==> src/rtl/credit_link_pkg.sv <==
// Shared definitions for the credit-based transmit link.
//   BEAT_CNT_W     : width of the in-burst beat index carried with each beat
//   credit_width() : counter width able to hold 0..max credits
//   next_beat_cnt(): beat index after launching a beat (wraps, clears on last)
package credit_link_pkg;

    localparam int BEAT_CNT_W = 4;

    function automatic int credit_width(input int max);
        return $clog2(max) + 1;
    endfunction

    function automatic logic [BEAT_CNT_W-1:0] next_beat_cnt(
        input logic [BEAT_CNT_W-1:0] cnt,
        input logic                  last
    );
        return last ? '0 : cnt + 1'b1;
    endfunction

endpackage

==> src/rtl/credit_counter.sv <==
// Saturating credit counter for the transmit side of a credit link.
// Ports:
//   clk, rst  : clock, synchronous active-high reset (credits reload to MAX_CREDITS)
//   consume   : one credit spent this cycle (only asserted while nonzero)
//   ret       : credits returned this cycle, amount in ret_cnt
//   ret_cnt   : number of credits returned (ignored when ret=0)
//   credits   : current credit count
//   nonzero   : credits != 0, registered-path so launch never sees a same-cycle return
//   overflow  : sticky, a return would have pushed the count above MAX_CREDITS
module credit_counter
    import credit_link_pkg::*;
#(
    parameter int MAX_CREDITS = 8,
    localparam int CW = credit_width(MAX_CREDITS)
) (
    input  logic          clk,
    input  logic          rst,
    input  logic          consume,
    input  logic          ret,
    input  logic [CW-1:0] ret_cnt,
    output logic [CW-1:0] credits,
    output logic          nonzero,
    output logic          overflow
);

    localparam logic [CW:0]   MAX_EXT  = (CW + 1)'(MAX_CREDITS);
    localparam logic [CW-1:0] MAX_INIT = CW'(MAX_CREDITS);

    logic [CW-1:0] credits_reg;
    logic [CW-1:0] credits_next;
    logic          overflow_reg;
    logic          overflow_next;
    logic [CW:0]   sum;

    // One extra bit so an oversized return is visible before saturation.
    always_comb begin
        sum           = {1'b0, credits_reg} - {{CW{1'b0}}, consume}
                        + (ret ? {1'b0, ret_cnt} : '0);
        credits_next  = sum[CW-1:0];
        overflow_next = overflow_reg;
        if (sum > MAX_EXT) begin
            credits_next  = MAX_INIT;
            overflow_next = 1'b1;
        end
    end

    always_ff @(posedge clk) begin
        if (rst) begin
            credits_reg  <= MAX_INIT;
            overflow_reg <= 1'b0;
        end else begin
            credits_reg  <= credits_next;
            overflow_reg <= overflow_next;
        end
    end

    assign credits  = credits_reg;
    assign nonzero  = (credits_reg != '0);
    assign overflow = overflow_reg;

endmodule

==> src/rtl/credit_tx_bridge.sv <==
// Bridges a valid/ready stream (with last framing) onto a credit-based
// transmit link. A main/skid register pair keeps s_ready a pure flop output;
// one beat launches per cycle whenever a credit is held.
// Ports:
//   clk, rst                : clock, synchronous active-high reset
//   s_valid/s_ready/s_data/s_last : upstream stream (s_ready registered)
//   tx_valid/tx_data/tx_last      : launched beat, no back-pressure, costs one credit
//   tx_beat_count           : index of the launched beat inside its burst
//   credit_return/credits_returned : credits handed back by the receiver
//   credits                 : current credit count
//   credit_overflow         : sticky, receiver returned more than it was given
module credit_tx_bridge
    import credit_link_pkg::*;
#(
    parameter int DATA_WIDTH  = 32,
    parameter int MAX_CREDITS = 8,
    localparam int CW = credit_width(MAX_CREDITS)
) (
    input  logic                  clk,
    input  logic                  rst,
    input  logic                  s_valid,
    output logic                  s_ready,
    input  logic [DATA_WIDTH-1:0] s_data,
    input  logic                  s_last,
    output logic                  tx_valid,
    output logic [DATA_WIDTH-1:0] tx_data,
    output logic                  tx_last,
    output logic [BEAT_CNT_W-1:0] tx_beat_count,
    input  logic                  credit_return,
    input  logic [CW-1:0]         credits_returned,
    output logic [CW-1:0]         credits,
    output logic                  credit_overflow
);

    typedef struct packed {
        logic                  last;
        logic [DATA_WIDTH-1:0] data;
    } beat_t;

    beat_t                 main_reg, main_next;
    beat_t                 skid_reg, skid_next;
    logic                  main_valid_reg, main_valid_next;
    logic                  skid_valid_reg, skid_valid_next;
    logic                  s_ready_reg;
    logic [BEAT_CNT_W-1:0] beat_cnt_reg, beat_cnt_next;

    logic  launch;
    logic  accept;
    logic  credits_nonzero;
    beat_t in_beat;

    assign in_beat = '{last: s_last, data: s_data};
    assign launch  = main_valid_reg && credits_nonzero;
    assign accept  = s_valid && s_ready_reg;

    credit_counter #(
        .MAX_CREDITS (MAX_CREDITS)
    ) u_credit_counter (
        .clk      (clk),
        .rst      (rst),
        .consume  (launch),
        .ret      (credit_return),
        .ret_cnt  (credits_returned),
        .credits  (credits),
        .nonzero  (credits_nonzero),
        .overflow (credit_overflow)
    );

    // Skid pair. s_ready is low whenever the skid is occupied, so a full
    // skid never coincides with an accept.
    always_comb begin
        main_next       = main_reg;
        main_valid_next = main_valid_reg;
        skid_next       = skid_reg;
        skid_valid_next = skid_valid_reg;
        if (skid_valid_reg) begin
            if (launch) begin
                main_next       = skid_reg;
                skid_valid_next = 1'b0;
            end
        end else if (!main_valid_reg || launch) begin
            // Main is free this cycle: a new beat goes straight in (pass-through).
            main_valid_next = accept;
            if (accept) begin
                main_next = in_beat;
            end
        end else if (accept) begin
            skid_next       = in_beat;
            skid_valid_next = 1'b1;
        end
    end

    always_comb begin
        beat_cnt_next = beat_cnt_reg;
        if (launch) begin
            beat_cnt_next = next_beat_cnt(beat_cnt_reg, main_reg.last);
        end
    end

    always_ff @(posedge clk) begin
        if (rst) begin
            main_reg       <= '0;
            skid_reg       <= '0;
            main_valid_reg <= 1'b0;
            skid_valid_reg <= 1'b0;
            s_ready_reg    <= 1'b1;
            beat_cnt_reg   <= '0;
        end else begin
            main_reg       <= main_next;
            skid_reg       <= skid_next;
            main_valid_reg <= main_valid_next;
            skid_valid_reg <= skid_valid_next;
            s_ready_reg    <= !skid_valid_next;
            beat_cnt_reg   <= beat_cnt_next;
        end
    end

    // Outputs come from flops only; no combinational path from s_* to tx_*.
    assign s_ready       = s_ready_reg;
    assign tx_valid      = launch;
    assign tx_data       = main_reg.data;
    assign tx_last       = main_reg.last;
    assign tx_beat_count = beat_cnt_reg;

endmodule

==> config.mk <==
export PLATFORM = sky130hd
export DESIGN_NAME = credit_tx_bridge
export DESIGN_NICKNAME = d
export VERILOG_FILES = /design/src/rtl/credit_link_pkg.sv /design/src/rtl/credit_counter.sv /design/src/rtl/credit_tx_bridge.sv
export SDC_FILE = /design/constraint.sdc
export NUM_CORES = 1
export LEC_CHECK = 0
export CAP_MARGIN = 20
export CORE_MARGIN = 4
export CORE_UTILIZATION = 49
export CTS_CLUSTER_SIZE = 10
export DETAILED_ROUTE_END_ITERATION = 10
export PLACE_DENSITY_LB_ADDON = 0.08
export SKIP_LAST_GASP = 1
export SLEW_MARGIN = 10
export SYNTH_ARGS = -nofsm -noshare
export SYNTH_HDL_FRONTEND = slang
export SYNTH_SLANG_ARGS = --single-unit
==> constraint.sdc <==
create_clock -name clk -period 3.2 [get_ports clk]
set_input_delay 0.64 -clock clk [delete_from_list [all_inputs] [get_ports clk]]
set_output_delay 0.64 -clock clk [all_outputs]
set_load 0.01 [all_outputs]
==> results.toml, run 1 <==
[run_status]
status = "finished, final reports clean"

[placement]
dpl.hpwl_um = 5290
gp_congestion = 0.827
portBuffers = 84

[global_route]
grtUsageMet1 = 0.249
grt_first_pass_wirelength_um = 13500
grt_pass1_vias = 2895
grt-ovfl-total = 0
top_usage_layer = "met2"
grt_max_degree = 78
antenna_found_initial = 0
met2_usage = 0.317
grt.total_usage = 0.193
grtUsageMet3 = 0.0382

[timing]
period_share = 0.857
fin_crit_ns = 2.74
final.setup.tns_ns = 0
worst_slew_pin_slew_ns = 0.948
finClkSkew_ns = 0.00787
setup_viol = 0
drv_slew = 0
finalHoldViolCount = 0
rsz0062_at_grt = "false"
relSlewSlack = 0.368
fmax_mhz = 365

[floorplanning]
coreArea_um2 = 6910
initial_core_util = 0.511
row_count = 30
die_area_um2 = 8630
die_h_um = 92.9
pin_count = 85
fp.dieW_um = 92.9

[cells_and_area]
largest_reg_flops = 33
syn_to_final_growth_pct = 30.8
drive_above_1_share = 0.128
final_core_util = 0.669
fillers = 589
final_nets = 507
antenna_cells = 0

[cts]
h-tree-depth = 3
cts.sink_count = 78
clk_pin_slew_ns = 0.07
cts_buffer_depth = 2
root_buffer = "clkbuf_8"
clock_latency_ns = 0.34
post_cts_resized = 0
hold_buffers = 0
tritoncts = "yes"
postCtsSetupBuffers = 0
cts_made_buffers = 9

[routing]
dr.pass1.iters = 4
wl_per_cell_um = 14.7
drtIter0Drc = 115
drt_wl_total_um = 8180
vias = 2929
viasPerCell = 5.26
ant_nets = 0
route.detailed.drc = 0

[synthesis]
yosysTopAreaCell = "dfxtp_1"
synth_top_area_share = 0.442
synth_fp_nets = 435
synth-main-ff-cell = "dfxtp_1"
yosysMostFrequentCell = "dfxtp_1"
synth_edf_count = 0
synth-seq-cells = 78
synth_area_leaders = "dfxtp_1 44%, a211oi_2 11%, mux2i_1 9.4%, nand2_1 7.8%, a21oi_1 5.7%"
async_flop_share = 0
yosysSeqAreaShare = 0.442
ys_types = 37
syn_avg_cell_area_um2 = 9.20
synth_area_um2 = 3530
synthTopCellsByCount = "78 x dfxtp_1, 73 x nand2_1, 40 x a21oi_1"
synth_cells = 384
yosys_warnings = 0

[setup_path]
cp.required_ns = 3.38
worst_ep_arrival_time_ns = 2.92
endpoint_kind = "flop"
crit_type = "flop to flop"
rr_worst_depth = 11
cp-start-kind = "flop"
crit_fanout = 5

[hold_path]
hp-class = "flop to flop"
hold_depth = 2

[flow_run]
drv_cap = 0

[pwr]
power_leakage_nw = 1.58
powerDensity_nw_per_um2 = 585
peakVddDrop_mv = 0.442
==> cells in the final DEF (no fill, tap or decap), types with 2 or more instances in the layout <==
cell             Yosys  routed
o21ai_0              2       2
clkinvlp_4           0       3
nor2_1               7       6
nor2b_1              3       3
nor3_1              34      34
xor2_1               3       3
dfxtp_1             78      77
nand2_1             73      73
mux2i_1             33      33
a211oi_2            30      30
buf_4                0       7
nor4_1               2       2
clkinv_2             0       2
nor3b_1              2       2
ha_1                 9       9
a31oi_1              2       2
a21oi_1             40      39
a211oi_1             4       4
clkdlybuf4s50_1      0      83
inv_1               15      15
clkbuf_8             0       9
==> worst max-delay path: stages (launching register included) <==
cell	delay (ns)
dfxtp_1	0.38
o41ai_2	0.39
inv_1	0.09
ha_1	0.29
inv_1	0.06
ha_1	0.17
inv_1	0.06
fa_1	0.38
nand2b_1	0.16
a21oi_1	0.15
xor2_1	0.34
nor4b_1	0.11
==> path summary, 6_finish.rpt <==
| check | startpoint | end | slack [ns] |
|---|---|---|---|
| worst max register to register | u_credit_counter.credits[2] | u_credit_counter.credits[0] | 0.46 |
| worst max-delay path | u_credit_counter.credits[2] | u_credit_counter.credits[0] | 0.46 |
| worst min register to register | skid_reg[8] | skid_reg[8] | 0.45 |
| worst min-delay path | skid_reg[8] | skid_reg[8] | 0.45 |
==> stage by stage <==
step | total power [W] | hold slack (ns) | cells | area, um^2 | setup WS (ns)
detailed placement | 0.00202 | 0.446 | 541 | 4430 | 0.259
floorplan | 0.00168 | 0.436 | 384 | 3530 | 0.192
CTS | 0.00273 | 0.457 | 557 | 4620 | 0.451
finish | 0.00270 | 0.454 | 557 | 4620 | 0.459
global route | 0.00286 | 0.479 | 557 | 4620 | 0.179
global placement | 0.00199 | 0.441 | 541 | 4430 | 0.335
==> cell type report <==
type / instances / area [um^2] / area share
multi-input cells: 261 / 1790 / 0.387
flip-flops and latches: 78 / 1560 / 0.338
repair buffers: 91 / 903 / 0.196
clock buffers: 10 / 128 / 0.0276
well taps: 96 / 120 / 0.0260
clock inverters: 6 / 62.6 / 0.0135
inverters: 15 / 56.3 / 0.0122
==> routing by layer <==
layer,up-vias,wire (um)
met3,8,338
met1,1379,3820
met4,0,75
met2,63,3940
met5,-,0
li1,1479,-
==> where the power goes <==
group | switching, W | internal [W]
clock network | 0.000355 | 0.000358
logic | 0.000419 | 0.000423
registers | 0.0000814 | 0.00107
total | 0.000855 | 0.00185
==> cells by family after synthesis <==
logic type | after synthesis | share of synthesized area
buffers and inverters | 45 | 0.0560
multiplexers | 33 | 0.0935
XOR/XNOR | 3 | 0.00744
adder cells (fa/ha/maj) | 10 | 0.0375
AO/OA/AOI/OAI | 83 | 0.192
flip-flops | 78 | 0.442
AND/OR/NAND/NOR | 132 | 0.172
No activity file was read; power rests on OpenSTA's default activity.
==> run 2: changes to the inputs <==
--- a/config.mk
+++ b/config.mk
@@ -11,6 +11,7 @@
 export CTS_CLUSTER_SIZE = 10
 export DETAILED_ROUTE_END_ITERATION = 10
 export PLACE_DENSITY_LB_ADDON = 0.08
+export REMOVE_ABC_BUFFERS = 1
 export SKIP_LAST_GASP = 1
 export SLEW_MARGIN = 10
 export SYNTH_ARGS = -nofsm -noshare
==> run 2 against run 1 <==
Hold slack gained 0.0030 ns. Non-clock buffer count is the same. Final area is essentially flat. Clock skew is essentially flat. Via count grew 0.31%. Combinational power grew 0.7%. Highest routed layer unchanged. First-iteration DRC count grew 54%. Wire length grew 1.9%. Final cell count is the same.
==> results.toml, run 2 (synthesis gave the netlist of run 1 again) <==
[cts]
postCtsSetupBuffers = 0
clk_pin_slew_ns = 0.08
h-tree-depth = 3
cts.sink_count = 78
cts_buffer_depth = 2
hold_buffers = 0
cts_made_buffers = 9
clock_latency_ns = 0.35
post_cts_resized = 0
tritoncts = "yes"
root_buffer = "clkbuf_8"

[cells_and_area]
design_area_um2 = 4620
drive_above_1_share = 0.128
final_nets = 507
final_cell_mix = "83 x clkdlybuf4s50_1, 77 x dfxtp_1, 73 x nand2_1"
fillers = 616
syn_to_final_growth_pct = 30.7
seqCellArea_um2 = 1560
antenna_cells = 0
layout_commonest_cell = "clkdlybuf4s50_1"
largest_reg_flops = 33
multi_input_area_um2 = 1790

[placement]
gp_congestion = 0.863
placed_cell_area_um2 = 4420
dpl.hpwl_um = 5240
portBuffers = 84

[setup_path]
path_cells = "o41ai_2, inv_1, ha_1, inv_1, ha_1, inv_1, fa_1, nand2b_1, a21oi_1, xor2_1, nor4b_1"
worst_ep_arrival_time_ns = 2.98
critical_path.slowest_cell = "o41ai_2"
crit_buf_inv = 3
cp_slowest_stage_delay_ns = 0.39
crit_fanout = 5
critPathLaunch = "u_credit_counter.credits[2]"
crit_top_cell = "inv_1"
cp.required_ns = 3.39
cp-start-kind = "flop"
path_delay_family = "adder cells"
endpoint_kind = "flop"
r2r-start = "u_credit_counter.credits[2]"
crit_type = "flop to flop"

[timing]
finClkSkew_ns = 0.00826
finalHoldViolCount = 0
drv_slew = 0
worst_slew_pin_slew_ns = 1.00
final.setup.tns_ns = 0
relSlewSlack = 0.331
fmax_mhz = 359
period_share = 0.870
setup_viol = 0
fin_crit_ns = 2.78
rsz0062_at_grt = "false"

[pwr]
seq_power_share = 0.418
intPower_w = 0.00187
peakVddDrop_mv = 0.280
switchingPower_w = 0.000876
pwr-share-clk = 0.273
sw_frac_of_total = 0.319
powerDensity_nw_per_um2 = 594
p_comb_frac = 0.309
power_leakage_nw = 1.58

[run_status]
status = "finished, final reports clean"

[routing]
route.met2.wl_um = 3850
viasPerCell = 5.27
routed.top_layer = "met4"
wl_per_cell_um = 15.0
wl_met1_um = 3940
vias = 2938
wl_met3_um = 388
dr.pass1.iters = 4
ant_nets = 0
drtIter0Drc = 177
drt_wl_total_um = 8340
route.detailed.drc = 0

[floorplanning]
die_area_um2 = 8630
die_h_um = 92.9
row_count = 30
coreArea_um2 = 6910
fp.dieW_um = 92.9
pin_count = 85
initial_core_util = 0.511

[global_route]
grt_max_degree = 78
grt_pass1_vias = 2821
antenna_found_initial = 0
grt-ovfl-total = 0
grt_first_pass_wirelength_um = 13400
grt.total_usage = 0.194

[flow_run]
drv_cap = 0

[hold_path]
worstHoldStart = "skid_reg[1]"
hp-class = "flop to flop"
## run 2: worst paths after layout
path | to | slack (ns) | cells after the start
max | u_credit_counter.credits[0] | 0.42 | 11
min | skid_reg[1] | 0.46 | 2
max reg2reg | u_credit_counter.credits[0] | 0.42 | 11
min reg2reg | skid_reg[1] | 0.46 | 2
## run 2: final cells by class
cell class	instances	share of cell area
well taps	96	0.0260
inverters	15	0.0122
multi-input cells	261	0.387
flip-flops and latches	78	0.338
repair buffers	91	0.193
clock inverters	5	0.0127
clock buffers	11	0.0306
## run 2: routing by layer
metal,vias up,track usage
met5,-,0
met4,0,0.0733
met3,12,0.0496
met2,61,0.308
met1,1383,0.255
li1,1482,-
## run 2: power by group through the flow
stage | clock network [W] | registers, W | logic (W)
after global routing | 0.000802 | 0.00116 | 0.000937
after CTS | 0.000762 | 0.00115 | 0.000855
after global placement | 0 | 0.00117 | 0.000822
after floorplan | 0 | 0.00120 | 0.000449
final | 0.000750 | 0.00115 | 0.000848
after detailed placement | 0 | 0.00117 | 0.000853
## run 2: worst reg2reg max path: cells and delay by family, from the launching register on
family,cells,cell delay (ns)
adder cells (fa/ha/maj),3,0.85
AO/OA/AOI/OAI,2,0.57
flip-flops,1,0.37
XOR/XNOR,1,0.35
AND/OR/NAND/NOR,2,0.26
buffers and inverters,3,0.22
## run 2: per-stage QoR
step | power [W] | hold slack [ns] | setup slack (ns) | std cells | util
after detailed placement | 0.00202 | 0.447 | 0.206 | 541 | 0.639
after CTS | 0.00276 | 0.458 | 0.384 | 557 | 0.668
after global placement | 0.00199 | 0.441 | 0.314 | 541 | 0.639
after global routing | 0.00290 | 0.471 | 0.229 | 557 | 0.668
after floorplan | 0.00165 | 0.430 | -0.885 | 354 | -
final | 0.00274 | 0.457 | 0.415 | 557 | 0.668
==> run 3: changes to the inputs <==
--- a/config.mk
+++ b/config.mk
@@ -12,6 +12,7 @@
 export DETAILED_ROUTE_END_ITERATION = 10
 export PLACE_DENSITY_LB_ADDON = 0.08
 export REMOVE_ABC_BUFFERS = 1
+export SETUP_SLACK_MARGIN = 0.3
 export SKIP_LAST_GASP = 1
 export SLEW_MARGIN = 10
 export SYNTH_ARGS = -nofsm -noshare
==> constraint.sdc (replaced) <==
create_clock -name clk -period 2.6 [get_ports clk]
set_input_delay 0.52 -clock clk [delete_from_list [all_inputs] [get_ports clk]]
set_output_delay 0.52 -clock clk [all_outputs]
set_load 0.01 [all_outputs]
==> run 3 against run 2 <==
The run now ends with setup timing left. Critical path type unchanged. Critical endpoint unchanged. Critical path depth stayed put. Largest power group unchanged. Utilization is 3.3 points higher. Sequential share of layout area is 1.6 points lower. Hold slack worse by 0.0013 ns.
==> results.toml, run 3 (synthesis gave the netlist of run 1 again) <==
[run_status]
status = "finished, violations left"
violations = "setup timing"

[timing]
fmax_mhz = 384
period_share = 1.00
rsz0062_at_grt = "true"
final.setup.tns_ns = -0.00673
relSlewSlack = 0.454
finClkSkew_ns = 0.00970
finalHoldViolCount = 0
setup_viol = 1
worst_slew_pin_slew_ns = 0.819
fin_crit_ns = 2.61
whs_ns = 0.456
drv_slew = 0
timing.final.ws_setup_ns = -0.00673

[placement]
placed_cell_area_um2 = 4520
dpl.hpwl_um = 5410
gp_congestion = 0.798
dp_cells = 553
portBuffers = 84

[global_route]
grt.total_usage = 0.202
grt-ovfl-total = 0
grt_pass1_vias = 2928
antenna_found_initial = 0
grt_first_pass_wirelength_um = 13900
grt_max_degree = 67

[setup_path]
endpoint_kind = "flop"
crit_type = "flop to flop"
crit_fanout = 3
cp.required_ns = 2.84
crit_top_cell = "inv_1"
critical_path.slowest_cell = "fa_2"
worst_ep_arrival_time_ns = 2.85
path_cells = "o41ai_4, inv_1, ha_1, inv_1, ha_2, inv_2, fa_2, nor2b_4, a2bb2oi_1, o21a_1, nor4b_2"
cp-start-kind = "flop"
cp_slowest_stage_delay_ns = 0.53

[cells_and_area]
layout.cells.non_filler = 569
design_area_um2 = 4850
antenna_cells = 0
syn_to_final_growth_pct = 37.2
largest_reg_flops = 33
final_cell_mix = "83 x clkdlybuf4s50_1, 76 x dfxtp_1, 73 x nand2_1"
final_nets = 520
layout_commonest_cell = "clkdlybuf4s50_1"
drive_above_1_share = 0.167
fillers = 568

[cts]
hold_buffers = 0
cts.sink_count = 78
cts_made_buffers = 9
cts_buffer_depth = 2
root_buffer = "clkbuf_8"
clk_pin_slew_ns = 0.08
clock_latency_ns = 0.35
h-tree-depth = 3
tritoncts = "yes"

[routing]
dr.pass1.iters = 4
wl_met3_um = 355
viasPerCell = 5.36
routed.top_layer = "met4"
wl_met1_um = 4050
drtIter0Drc = 149
route.detailed.drc = 0
ant_nets = 0
route.met2.wl_um = 4070
vias = 3051
drt_wl_total_um = 8600
wl_per_cell_um = 15.1

[floorplanning]
die_h_um = 92.9
fp.dieW_um = 92.9
die_area_um2 = 8630
coreArea_um2 = 6910
pin_count = 85
initial_core_util = 0.511
row_count = 30

[pwr]
intPower_w = 0.00271
power_leakage_nw = 1.69
powerDensity_nw_per_um2 = 793
seq_power_share = 0.365
p_comb_frac = 0.331
switchingPower_w = 0.00113
peakVddDrop_mv = 0.476
p_total_w = 0.00384
pwr-share-clk = 0.304
sw_frac_of_total = 0.295

[flow_run]
drv_cap = 0

[hold_path]
hp-class = "flop to flop"
run 3: worst max-delay path: cells and delay by family, from the launching register on:
kind | cells | cell delay (ns)
simple gates | 2 | 0.39
fa+ha+maj | 3 | 1.00
compound gates | 3 | 0.57
buf+inv | 3 | 0.19
flops | 1 | 0.34
run 3: final cells by class:
| cell class | instances | area, um^2 | share of cell area |
|---|---|---|---|
| clock inverter | 4 | 120 | 0.0248 |
| timing repair buffer | 104 | 1000 | 0.207 |
| clock buffer | 11 | 131 | 0.0271 |
| multi-input combinational | 261 | 1850 | 0.383 |
| sequential | 78 | 1560 | 0.323 |
| inverter | 15 | 56.3 | 0.0116 |
| tap | 96 | 120 | 0.0248 |
run 3: timing repair:
action	in CTS	in global routing
pin swaps	3	4
resized for setup	12	1
endpoints found under the hold margin	0	0
setup buffers	0	1
setup endpoints to repair	5	5
run 3: routing by layer:
metal | GRT usage | vias to the layer above
met1 | 0.265 | 1462
met2 | 0.323 | 70
met5 | 0 | -
met4 | 0.0806 | 0
met3 | 0.0431 | 8
li1 | - | 1511
run 3: final timing paths:
kind	startpoint	to	slack, ns	cells after the start
worst max-delay path	u_credit_counter.credits[0]	u_credit_counter.credits[0]	-0.007	11
worst min-delay path	skid_reg[17]	skid_reg[17]	0.46	2
worst max register to register	u_credit_counter.credits[0]	u_credit_counter.credits[0]	-0.007	11
worst min register to register	skid_reg[17]	skid_reg[17]	0.46	2
run 3: metrics by stage:
step	worst slack (ns)	util
floorplan	-1.48	-
global placement	-0.141	0.654
detailed placement	-0.203	0.654
CTS	-0.00405	0.699
global route	-0.178	0.702
finish	-0.00673	0.702
run 3: power by group through the flow:
stage,Combinational (W),Sequential (W),Clock [W]
2_1_floorplan,0.000552,0.00148,0
3_3_place_gp,0.00112,0.00142,0
3_5_place_dp,0.00114,0.00142,0
4_1_cts,0.00124,0.00140,0.00118
5_1_grt,0.00139,0.00142,0.00124
6_report,0.00127,0.00140,0.00117
